===== src/rtl/uart_bus_arbiter.sv =====
// ============================================================================
//  Module   : uart_bus_arbiter
//  Purpose  : Multi-channel UART RX-to-data-memory arbiter with TX store gating.
//             Define ROUND_ROBIN_EN for rotating priority; fixed priority otherwise.
//  Revision : 1.0 - initial release
// ============================================================================
`default_nettype none

module uart_bus_arbiter #(
    parameter int                NUM_CH    = 2,
    parameter int                ADDR_W    = 32,
    parameter logic [ADDR_W-1:0] BASE_ADDR = 'h100,
    parameter logic [ADDR_W-1:0] CH_STRIDE = 'h10,
    parameter int                RX_OFFSET = 4,
    localparam int               CH_W      = (NUM_CH > 1) ? $clog2(NUM_CH) : 1
) (
    input  logic              clk,
    input  logic              rst,
    input  logic [ADDR_W-1:0] address,
    input  logic              mem_read_cpu,
    input  logic              mem_write_cpu,
    input  logic [NUM_CH-1:0] rx_ready,
    input  logic [NUM_CH-1:0] tx_busy,
    output logic [NUM_CH-1:0] tx_enable,
    output logic              tx_drop,
    output logic              mem_write_out,
    output logic [ADDR_W-1:0] rx_addr_out,
    output logic [CH_W-1:0]   rx_sel,
    output logic [NUM_CH-1:0] rx_ack,
    output logic [NUM_CH-1:0] overrun,
    input  logic [NUM_CH-1:0] ovr_clear
);

    typedef enum logic [0:0] {
        S_IDLE  = 1'b0,
        S_WRITE = 1'b1
    } state_t;

    state_t            r_state_q,    w_state_d;
    logic [NUM_CH-1:0] r_pending_q,  w_pending_d;
    logic [NUM_CH-1:0] r_overrun_q,  w_overrun_d;
    logic [NUM_CH-1:0] r_rx_ack_q,   w_rx_ack_d;
    logic [NUM_CH-1:0] r_rx_ready_q;
    logic [CH_W-1:0]   r_rx_sel_q,   w_rx_sel_d;

    logic              w_cpu_busy;
    logic              w_done;
    logic [NUM_CH-1:0] w_rise;
    logic [NUM_CH-1:0] w_clr;
    logic [NUM_CH-1:0] w_tx_hit;
    logic [CH_W-1:0]   w_win;

`ifdef ROUND_ROBIN_EN
    logic [CH_W-1:0]   r_prio_q, w_prio_d;
    int                w_idx;

    // Scan downward so the last hit is the closest pending channel at/after prio.
    always_comb begin : p_winner
        w_win = '0;
        w_idx = 0;
        for (int k = NUM_CH - 1; k >= 0; k--) begin
            w_idx = int'(r_prio_q) + k;
            if (w_idx >= NUM_CH) w_idx = w_idx - NUM_CH;
            if (r_pending_q[w_idx]) w_win = CH_W'(w_idx);
        end
    end

    always_comb begin : p_prio
        w_prio_d = r_prio_q;
        if (w_done) begin
            w_prio_d = (r_rx_sel_q == CH_W'(NUM_CH - 1)) ? '0 : r_rx_sel_q + 1'b1;
        end
    end

    always_ff @(posedge clk) begin : p_prio_reg
        if (rst) r_prio_q <= '0;
        else     r_prio_q <= w_prio_d;
    end
`else
    always_comb begin : p_winner
        w_win = '0;
        for (int i = NUM_CH - 1; i >= 0; i--) begin
            if (r_pending_q[i]) w_win = CH_W'(i);
        end
    end
`endif

    always_comb begin : p_next
        w_cpu_busy = mem_read_cpu | mem_write_cpu;
        w_rise     = rx_ready & ~r_rx_ready_q;
        w_done     = (r_state_q == S_WRITE) && !w_cpu_busy;
        for (int i = 0; i < NUM_CH; i++) begin
            w_clr[i] = w_done && (r_rx_sel_q == CH_W'(i));
        end
        // A rise on the channel being retired re-arms it without flagging overrun.
        w_pending_d = (r_pending_q & ~w_clr) | w_rise;
        w_overrun_d = (r_overrun_q & ~ovr_clear) | (w_rise & r_pending_q & ~w_clr);
        w_rx_ack_d  = w_clr;
        w_state_d   = r_state_q;
        w_rx_sel_d  = r_rx_sel_q;
        unique case (r_state_q)
            S_IDLE: begin
                if ((|r_pending_q) && !w_cpu_busy) begin
                    w_rx_sel_d = w_win;
                    w_state_d  = S_WRITE;
                end
            end
            S_WRITE: begin
                if (w_done) w_state_d = S_IDLE;
            end
            default: w_state_d = S_IDLE;
        endcase
    end

    always_comb begin : p_tx
        for (int i = 0; i < NUM_CH; i++) begin
            w_tx_hit[i] = mem_write_cpu && (address == (BASE_ADDR + ADDR_W'(i) * CH_STRIDE));
        end
        tx_enable = w_tx_hit & ~tx_busy;
        tx_drop   = |(w_tx_hit & tx_busy);
    end

    always_ff @(posedge clk) begin : p_regs
        r_rx_ready_q <= rx_ready;
        if (rst) begin
            r_state_q   <= S_IDLE;
            r_pending_q <= '0;
            r_overrun_q <= '0;
            r_rx_ack_q  <= '0;
            r_rx_sel_q  <= '0;
        end else begin
            r_state_q   <= w_state_d;
            r_pending_q <= w_pending_d;
            r_overrun_q <= w_overrun_d;
            r_rx_ack_q  <= w_rx_ack_d;
            r_rx_sel_q  <= w_rx_sel_d;
        end
    end

    assign mem_write_out = w_done;
    assign rx_addr_out   = BASE_ADDR + ADDR_W'(r_rx_sel_q) * CH_STRIDE + ADDR_W'(RX_OFFSET);
    assign rx_sel        = r_rx_sel_q;
    assign rx_ack        = r_rx_ack_q;
    assign overrun       = r_overrun_q;

endmodule

`default_nettype wire

===== config.mk =====
export PLATFORM = sky130hd
export DESIGN_NAME = uart_bus_arbiter
export DESIGN_NICKNAME = d
export VERILOG_FILES = /design/src/rtl/uart_bus_arbiter.sv
export SDC_FILE = /design/constraint.sdc
export NUM_CORES = 1
export LEC_CHECK = 0
export ABC_AREA = 1
export BUFFER_PORTS_ARGS = -buffer_cell sky130_fd_sc_hd__buf_2
export CAP_MARGIN = 20
export CORE_ASPECT_RATIO = 1.25
export CORE_MARGIN = 10
export CORE_UTILIZATION = 34
export DETAILED_ROUTE_END_ITERATION = 7
export PLACE_DENSITY = 0.79
export SYNTH_ARGS = -nofsm -noshare
export SYNTH_HDL_FRONTEND = slang
export SYNTH_SLANG_ARGS = --single-unit

===== constraint.sdc =====
create_clock -name clk -period 1.2 [get_ports clk]
set_input_delay 0.18 -clock clk [delete_from_list [all_inputs] [get_ports clk]]
set_output_delay 0.18 -clock clk [all_outputs]
set_load 0.005 [all_outputs]

Yosys cells after proc, flatten, opt, wreduce, memory -nomap -nowiden
Cells that the tools add are included.
{"block": "op_classes", "add_sub_neg": 2, "n_eq_ne": 2, "mux": 5, "bitwise_logic": 16, "reduce_logical": 10}
{"operator": "$eq A32 B9 Y1 const B", "count": 2}
{"operator": "$and A2 B2 Y2", "count": 7}
{"operator": "$add A10 B3 Y11 const B", "count": 1}
{"operator": "$add A9 B5 Y10 const A", "count": 1}
{"operator": "$not A2 Y2", "count": 4}
{"operator": "$logic_and A1 B1 Y1", "count": 6}
{"operator": "$mux W1", "count": 4}
{"operator": "$or A2 B2 Y2", "count": 2}
{"operator": "$reduce_or A2 Y1", "count": 2}
{"operator": "$not A1 Y1", "count": 2}
{"operator": "$pmux W1 S2", "count": 1}
{"operator": "$reduce_and A2 Y1", "count": 1}
{"operator": "$logic_not A1 Y1", "count": 1}
{"operator": "$or A1 B1 Y1", "count": 1}
{"block": "word_totals", "reg_bits": 10, "inputBits": 42, "out_inout_bits": 41, "word_cells": 41}

Logic depth before layout (Yosys ltp)
Gate-level depths: netlist of run 1.
{"block": "logic_depth", "ltp_word": 7, "ltp_mapped": 7, "depth_no_buf": 7}

Worst setup path after synthesis of run 1
Ideal clock, no wire load.
{"block": "synth_path", "path_type": "input -> output", "startpoint": "input port mem_write_cpu", "endpoint": "output port tx_drop", "arrival_time_ns": 0.777, "setup_slack_ns": 0.243, "cell_stages": 6, "path_buffers": 0, "cell_sequence": "inv_1 or2_1 nor2_1 and2_4 nand3_1 nand2_1"}
{"block": "synth_via", "elab_chain_len": 3}
{"item": "start: declaration", "line": "21", "rtl": "input logic mem_write_cpu,"}
{"item": "$logic_and A1 B1 Y1", "line": "117", "rtl": "w_tx_hit[i] = mem_write_cpu && (address == (BASE_ADDR + ADDR_W'(i) * CH_STRIDE));"}
{"item": "$and A2 B2 Y2 (*)", "line": "120", "rtl": "tx_drop = |(w_tx_hit & tx_busy);"}
{"item": "$reduce_or A2 Y1 (*)", "line": "120"}
{"item": "end: declaration", "line": "25", "rtl": "output logic tx_drop,"}
Every way passes the cells marked *; elsewhere a longest branch is shown, timed or not.

Worst setup path after layout of run 1
{"block": "layout_path", "startpoint": "input port address[31]", "endpoint": "output port tx_enable[1]"}
{"block": "layout_via", "elab_chain_len": 3}
{"item": "start: declaration", "line": "19", "rtl": "input logic [ADDR_W-1:0] address,"}
{"item": "$eq A32 B9 Y1", "line": "117"}
{"item": "$logic_and A1 B1 Y1", "line": "117"}
{"item": "$and A2 B2 Y2", "line": "119", "rtl": "tx_enable = w_tx_hit & ~tx_busy;"}
{"item": "end: declaration", "line": "24", "rtl": "output logic [NUM_CH-1:0] tx_enable,"}
Every way passes these cells.

==> results.md, run 1 <==
- Final period util: 0.982
- Crit-path max FO: 2
- First-pass GRT wire length: between 3000 and 4000 µm
- Synth area leader: buf_4
- Clock buffer depth: 2
- Post-Syn Area: 783 µm²
- Min Hold Slack: just over 50 ps
- Vias: between 700 and 800
- Top cell type's share of synthesized area: 0.307
- Synth Flop Type: dfxtp_1
- HPWL after DPL: 1940 µm
- Yosys warnings: 0
- Hold crit path type: in -> reg
- Result of the run: finished clean
- Starting Density: 0.354
- CP endpoint kind: output pin
- Cell internal pwr: approximately 560 µW
- Share of layout cells above drive strength 1: 0.442
- # hold bufs at CTS: 0
- Vias in the first global route: 775
- Synth Instances: 120
- # rows: 19
- Number of synthesized flops with an enable pin: 0
- Area growth syn-to-layout: 39.9%
- Combinational share of power: 0.252
- WS Path Type: in -> out
- Final #Nets: roughly 220
- Initial antenna violation count: 0
- DR iter-0 viols: 24
- Post-Route WL: about 2300 µm
- Ys async rst share: 0
- Flop pwr share: 0.464
- Routability-driven placement congestion ratio: 0.724
- Vias per cell: 3.87
- Layout fillers: about 220
- Top-Level Pins: between 80 and 90
- GRT Util Overall: 0.0855
- Die area: 4640 µm²
- Depth of the worst hold-timing path: 1
- Synth cell types: 17
- Antenna viol nets, final: 0
- CP required: 1020 ps
- Clk sinks: 10
- Setup Skew: about 3.3 ps
- Register area share after synthesis: 0.256
- Clock latency on the worst-skew pair: approximately 260 ps
- # port buffers: between 50 and 60
- Synth top area cells: buf_4, dfxtp_1, nor2_1
- Max IR drop VDD: around 0.00084 V
- Arr. time, crit path: 1000 ps
- Clock transition at path regs: about 60 ps
- Root Buffer: clkbuf_4
- Worst setup margin: between 20 and 25 ps
- Psw: 203 µW
- RSZ-0062 raised after global routing: true
- Setup Viol. Count Final: 0
- Sw Share: 0.265
- DRC: 0
- Final Max Tran Viols: 0
- TritonCTS buffer count: 3
- Largest net degree at the start of global routing: 9
- PwrDens: 697 nW/µm²
- Synth Register Bits: 10
- Clk pwr share: 0.284
- Leak: between 0.5 and 0.6 nW
- Max Cap Viol: 0
- Grt ovf: 0
- Tmin final: about 1200 ps
- Cell with the most instances after synthesis: buf_4
- Startpoint types: input pin
- DR pass1 iterations: 3
- Maximum clock rate: 0.849 GHz
- FF-to-FF path depth: 4
- CTS tree: built
- Die Y-Extent: 73.7 µm
- Worst slack, placed: -14.9 ps
- Core box area: between 2000 and 2500 µm²
- H-tree depth: 1
- Ant. Diodes: 0
- Avg Cell Area, Syn: between 6 and 7 µm²
- Commonest cells in the netlist: buf_4, nor2_1, nand2_1
- Avg WL per Cell: 11.1 µm
- Die width: 62.9 µm
- Final Hold Fails: 0
## through the flow
step / utilization / TNS, ps / power, mW / cells / cell area, µm²
3_5_place_dp: 0.430 / -17.6 / 0.509 / 199 / 950
2_1_floorplan: - / 0 / 0.503 / 149 / 892
4_1_cts: 0.452 / -6.02 / 0.730 / 202 / 998
5_1_grt: 0.496 / -148 / 0.812 / 203 / 1100
6_report: 0.496 / 0 / 0.764 / 203 / 1100
3_3_place_gp: 0.430 / 0 / 0.506 / 199 / 950
## repair_timing
item	in CTS	in global routing
gates resized for setup	6	22
setup buffers	0	1
pin swaps	3	11
endpoints found under the setup margin	3	4
endpoints found under the hold margin	0	0
## worst max-delay path, stage by stage
cell and delay (ps):
buf_6 90, nor2_4 90, nand2_1 60, nor2_2 110, nand2_2 80, nor2_2 100, nand2_1 70, nor2_2 90
buf_2 120
## kinds of logic (layout without fill, tap and decap cells)
group / count (synthesis) / count (layout) / synth area share
compound gates: 7 / 7 / 0.0479
buf+inv: 45 / 68 / 0.369
flops: 10 / 10 / 0.256
other cells: 2 / 31 / 0.00959
simple gates: 56 / 56 / 0.318
## power by group through the flow
stage / Combinational [mW] / Sequential [mW] / Clock (mW)
global placement: 0.144 / 0.361 / 0
CTS: 0.156 / 0.355 / 0.219
detailed placement: 0.147 / 0.362 / 0
global route: 0.216 / 0.356 / 0.240
floorplan: 0.142 / 0.360 / 0
finish: 0.192 / 0.355 / 0.217
## state kept, by name, summed over array words and instances, names as in the netlist
name and count:
overrun 2, r_pending_q 2, r_rx_ready_q 2, rx_ack 2
r_state_q 1, rx_sel 1
## layout make-up
type	count	area (µm²)	share of cell area
well taps	31	38.8	0.0354
flip-flops and latches	10	200	0.183
clock buffers	3	22.5	0.0205
repair buffers	53	339	0.309
multi-input cells	94	450	0.411
inverters	12	45.0	0.0411
## layer usage
layer,GRT usage,vias up,routed length [µm]
met2,0.155,50,1170
li1,-,404,-
met5,0,-,0
met1,0.0828,332,881
met4,0.0149,0,0
met3,0.0517,0,209
## layout by cell type, fill, tap and decap left out
master | netlist | layout
a211oi_1 | 1 | 1
a21oi_1 | 4 | 4
and2_4 | 1 | 1
buf_2 | 0 | 40
buf_4 | 32 | 2
buf_6 | 0 | 11
clkbuf_4 | 0 | 3
conb_1 | 2 | 31
dfxtp_1 | 10 | 10
inv_1 | 12 | 11
inv_2 | 0 | 1
nand2_1 | 20 | 18
nand2_2 | 0 | 2
nand3_1 | 4 | 4
nand3b_1 | 1 | 1
nand4_1 | 2 | 2
nor2_1 | 22 | 11
nor2_2 | 4 | 12
nor2_4 | 1 | 4
o21ai_0 | 2 | 2
or2_1 | 1 | 1
## path summary, 6_finish.rpt
| kind | from | endpoint | slack, ps |
|---|---|---|---|
| worst min register to register | overrun[1]$_SDFF_PP0_ | overrun[1]$_SDFF_PP0_ | 460 |
| worst min-delay path | rx_ready[1] | r_rx_ready_q[1]$_DFF_P_ | 50 |
| worst max-delay path | address[31] | tx_enable[1] | 20 |
| worst max register to register | r_pending_q[0]$_SDFF_PP0_ | rx_sel$_SDFFE_PP0P_ | 260 |
No activity file was read; power rests on OpenSTA's default activity.
==> run 2, diff against run 1 <==
ABC_AREA = unset   (was 1)
CORE_UTILIZATION = 32   (was 34)
PLACE_DENSITY = 0.78   (was 0.79)
==> run 2 against run 1 <==
  * Via count is 9.2% lower
  * Largest power group unchanged
  * The run now ends with setup timing left
  * Sequential cell count stayed put
  * Sequential power about the same
  * Critical endpoint unchanged
  * Critical path depth fell by 4
  * Combinational power increased by 4%
  * Hold slack got worse by 28 ps
  * Highest routed layer is now met4
  * Global-route usage is 1.7 points higher
  * Wire length rose by 18%
==> results.md, run 2 <==
- Starting Density: 0.344
- Delay-heaviest family, CP: simple AND/OR/NAND/NOR gates
- Synth Instances: 80
- Final #Nets: roughly 180
- GRT Util Overall: 0.103
- FF-to-FF path depth: 4
- Setup Viol. Count Final: 4
- CP required: 1020 ps
- Clock buffer depth: 2
- Finished Cell Area: approximately 1100 µm²
- Share of layout cells above drive strength 1: 0.556
- # port buffers: 51
- Final Hold Fails: 0
- Origin of the critical flop-to-flop path: r_state_q$_SDFF_PP0_
- Crit-path max FO: 3
- Avg Cell Area, Syn: between 8 and 9 µm²
- Tmin final: 1350 ps
- Post-Syn Area: approximately 700 µm²
- Initial antenna violation count: 0
- Worst setup startpoint: address[23]
- Top cell type's share of synthesized area: 0.340
- Synth area leader: buf_4
- Final Max Tran Viols: 0
- Maximum clock rate: roughly 0.74 GHz
- Post-Place Cells: 159
- DRC: 0
- PwrDens: 727 nW/µm²
- Synth Flop Type: dfxtp_1
- Grt ovf: 0
- WS Path Type: in -> out
- HPWL after DPL: 2260 µm
- Number of synthesized flops with an enable pin: 0
- Top-Level Pins: just over 80
- Die Y-Extent: approximately 73 µm
- Startpoint types: input pin
- Antenna viol nets, final: 0
- H-tree depth: 1
- Most common cell after layout, fill and taps aside: buf_2
- CTS tree: built
- Clock transition at path regs: roughly 60 ps
- RSZ-0062 raised after global routing: true
- Max Cap Viol: 0
- Vias per cell: around 4.3
- First-pass GRT wire length: 3530 µm
- Setup Skew: 4.67 ps
- Post-Route WL: around 2700 µm
- Register area share after synthesis: 0.284
- Commonest cells in the netlist: buf_4, dfxtp_1
- R2R Path End: r_pending_q[1]$_SDFF_PP0_
- Ant. Diodes: 0
- Routability-driven placement congestion ratio: 0.684
- Area growth syn-to-layout: 53.4%
- Yosys warnings: 0
- Crit-path cells: buf_6, nor4_4, nand4_1, nor4b_2, buf_2
- Synth Register Bits: 10
- Slowest cell on the critical path: nor4b_2
- Synth cell types: 20
- R2R Setup Slk: ~10 ps
- Vias in the first global route: ~750
- Largest net degree at the start of global routing: 11
- Violated checks: setup timing
- CP peak stage delay: roughly 280 ps
- Die width: 62 µm
- Max IR drop VDD: between 0.0006 and 0.0007 V
- CP endpoint kind: output pin
- Setup TNS: -469 ps
- Core box area: between 2000 and 2500 µm²
- Cell with the most instances after synthesis: buf_4
- TritonCTS buffer count: 3
- Final period util: 1.12
- DR pass1 iterations: 4
- Cell Area, Placed: 878 µm²
- Critical Path Sink: tx_enable[1]
- Layout fillers: 180
- Vias: a little over 700
- Synth top area cells: buf_4, dfxtp_1, nor4_2
- Ys async rst share: 0
- Worst setup margin: -149 ps
- Most frequent cells in the layout: buf_2, conb_1, buf_6, dfxtp_1
- Die area: 4500 µm²
- Crit. path cell count: 5
- Clock latency on the worst-skew pair: roughly 270 ps
- Result of the run: finished, violations left
- Arr. time, crit path: 1170 ps
- DR iter-0 viols: 11
- Clk sinks: 10
- # rows: 18
- Final Non-Filler Cells: roughly 170
- Root Buffer: clkbuf_4
- Hold crit path type: in -> reg
- Avg WL per Cell: 16.1 µm
- CP Buf/Inv Count: 2
- Leak: between 0.5 and 0.6 nW
[run 2: how the worst min path moves through the flow]
stage | cells after the start | to | startpoint
final | 1 | r_rx_ready_q[0]$_DFF_P_ | rx_ready[0]
after global routing | 1 | r_rx_ready_q[0]$_DFF_P_ | rx_ready[0]
after CTS | 1 | r_rx_ready_q[0]$_DFF_P_ | rx_ready[0]
after detailed placement | 1 | r_rx_ready_q[0]$_DFF_P_ | rx_ready[0]
after global placement | 1 | r_rx_ready_q[0]$_DFF_P_ | rx_ready[0]
after floorplan | 0 | r_rx_ready_q[0]$_DFF_P_ | rx_ready[0]
[run 2: metal layers]
metal / vias up / global-route usage / part of all wire
met3: 2 / 0.0958 / 0.23
met5: - / 0 / 0
met1: 308 / 0.0788 / 0.32
met4: 0 / 0.0473 / 0.0075
met2: 69 / 0.170 / 0.44
li1: 335 / - / -
[run 2: stage by stage]
stage               setup slack (ps)  total power [mW]  hold WS [ps]  utilization
detailed placement              -236             0.499           302        0.429
floorplan                        129             0.485           208            -
finish                          -149             0.787          22.2        0.528
CTS                             -160             0.757          23.4        0.491
global route                    -249             0.836          14.3        0.528
global placement                -198             0.494           298        0.429
[run 2: layout make-up]
type | instances | area, µm² | area share
clock buffers | 3 | 22.5 | 0.0208
flip-flops and latches | 10 | 201 | 0.186
inverters | 2 | 7.51 | 0.00694
repair buffers | 56 | 359 | 0.332
multi-input cells | 64 | 454 | 0.420
well taps | 30 | 37.5 | 0.0347
[run 2: cell families after synthesis]
group | after synthesis | share of synthesized area
compound gates | 11 | 0.0887
buf+inv | 35 | 0.356
flops | 10 | 0.284
mux | 1 | 0.0142
other cells | 2 | 0.0106
simple gates | 21 | 0.246
[run 2: power by group]
| group | internal, mW | switching (mW) | leakage, nW |
|---|---|---|---|
| sequential | 0.345 | 0.0108 | 0.0825 |
| combinational | 0.103 | 0.0957 | 0.434 |
| clock | 0.116 | 0.116 | 0.0138 |
[run 2: what timing repair did]
| item | in CTS | in global routing |
|---|---|---|
| pin swaps | 4 | 5 |
| buffers inserted | 2 | 1 |
| hold endpoints to repair | 0 | 0 |
| endpoints found under the setup margin | 4 | 10 |
| hold buffers | 0 | 0 |
| gates resized for setup | 16 | 11 |
==> run 3, diff against run 2 <==
BUFFER_PORTS_ARGS = -buffer_cell sky130_fd_sc_hd__buf_4   (was -buffer_cell sky130_fd_sc_hd__buf_2)
SLEW_MARGIN = 20   (was unset)
==> run 3 against run 2 <==
  * The flow still finishes with violations (setup timing)
  * Highest routed layer unchanged
  * Die area unchanged
  * Sequential share of layout area decreased by 2.2 points
  * Hold slack lost 2.1 ps
==> results.md, run 3 (synthesized netlist as in run 2, its figures left out) <==
- Avg WL per Cell: around 16 µm
- CP dominant cell by count: buf_4
- Vias in the first global route: between 700 and 800
- RSZ-0062 raised after global routing: true
- Grt ovf: 0
- Slowest cell on the critical path: nor4b_2
- Final Max Tran Viols: 0
- Starting Density: 0.344
- Most common cell after layout, fill and taps aside: buf_4
- Clock latency on the worst-skew pair: about 270 ps
- Arr. time, crit path: around 1200 ps
- CP peak stage delay: 300 ps
- # rows: 18
- CP endpoint kind: output pin
- Setup Viol. Count Final: 4
- Final Hold Fails: 0
- Crit-path max FO: 3
- Crit-path cells: buf_4, nor4_4, nand4_1, nor4b_2, buf_4
- Largest net degree at the start of global routing: 11
- Max Cap Viol: 0
- Initial antenna violation count: 0
- Vias per cell: 4.35
- GRT Util Overall: 0.101
- Post-Route WL: between 2000 and 3000 µm
- First-pass GRT wire length: about 3500 µm
- WS Path Type: in -> out
- Final #Nets: ~180
- Result of the run: finished, violations left
- Most frequent cells in the layout: buf_4, conb_1, buf_6, dfxtp_1
- Die area: roughly 4500 µm²
- Violated checks: setup timing
- Worst slack, placed: -250 ps
- Die width: approximately 62 µm
- Delay-heaviest family, CP: simple AND/OR/NAND/NOR gates
- Min Hold Slack: between 20 and 25 ps
- Leak: approximately 0.56 nW
- Worst setup margin: -175 ps
- Tmin final: 1370 ps
- DRC: 0
- Root Buffer: clkbuf_4
- Clock transition at path regs: approximately 70 ps
- TritonCTS buffer count: 3
- CP required: a little over 1000 ps
- Core box area: 2050 µm²
- Clk sinks: 10
- DR pass1 iterations: 4
- PwrDens: around 730 nW/µm²
- Hold crit path type: in -> reg
- Startpoint types: input pin
- Share of layout cells above drive strength 1: 0.585
- Area growth syn-to-layout: 73.4%
- Final period util: 1.15
- Ant. Diodes: 0
- Vias: 717
- Routability-driven placement congestion ratio: 0.695
- Layout fillers: 175
- Clock buffer depth: 2
- Max IR drop VDD: 0.000525 V
- H-tree depth: 1
- CTS tree: built
- Maximum clock rate: between 0.7 and 0.8 GHz
- CP Buf/Inv Count: 2
- Die Y-Extent: 72.5 µm
- Top-Level Pins: slightly above 80
- # port buffers: just over 50
- Setup TNS: -549 ps
- HPWL after DPL: approximately 2300 µm
- DR iter-0 viols: 19
- Setup Skew: ~2.6 ps
- Antenna viol nets, final: 0
-- run 3: changes by cell type in the layout (fill, tap and decap cells not counted), sizes merged --
cell / delta
clkbuf: +1
buf: -1
-- run 3: worst paths after layout --
kind,startpoint,to,slack [ps],cells past startpoint
max,address[31],tx_enable[1],-170,5
min,rx_ready[1],r_rx_ready_q[1]$_DFF_P_,20,1
max reg2reg,r_state_q$_SDFF_PP0_,overrun[0]$_SDFF_PP0_,10,4
min reg2reg,r_pending_q[1]$_SDFF_PP0_,r_pending_q[1]$_SDFF_PP0_,510,2
-- run 3: per-stage QoR --
step / power, mW / util / instance area, µm² / instances
global placement: 0.534 / 0.491 / 1010 / 159
detailed placement: 0.539 / 0.491 / 1010 / 159
finish: 0.898 / 0.597 / 1220 / 165
floorplan: 0.485 / - / 815 / 109
global route: 0.945 / 0.597 / 1220 / 165
CTS: 0.868 / 0.551 / 1130 / 164
-- run 3: what timing repair did --
item,4_1_cts,5_1_grt
hold buffers,0,0
buffers inserted,1,2
resized for setup,17,17
endpoints found under the hold margin,0,0
setup endpoints to repair,4,10
pin swaps,6,9
-- run 3: final cells by class --
type | instances | area, µm² | area share
multi-input combinational | 64 | 483 | 0.395
timing repair buffer | 55 | 458 | 0.374
sequential | 10 | 201 | 0.165
tap | 30 | 37.5 | 0.0307
clock buffer | 4 | 36.3 | 0.0297
inverter | 2 | 7.51 | 0.00613
-- run 3: metal layers --
layer / global-route usage / wire length (µm) / up-vias
li1: - / - / 328
met1: 0.0867 / 903 / 314
met2: 0.170 / 1130 / 73
met3: 0.0784 / 659 / 2
met4: 0.0373 / 21 / 0
met5: 0 / 0 / -
-- run 3: power breakdown --
part	internal [mW]	switching, mW
registers	0.345	0.0102
clock network	0.184	0.120
logic	0.136	0.103
total	0.666	0.233
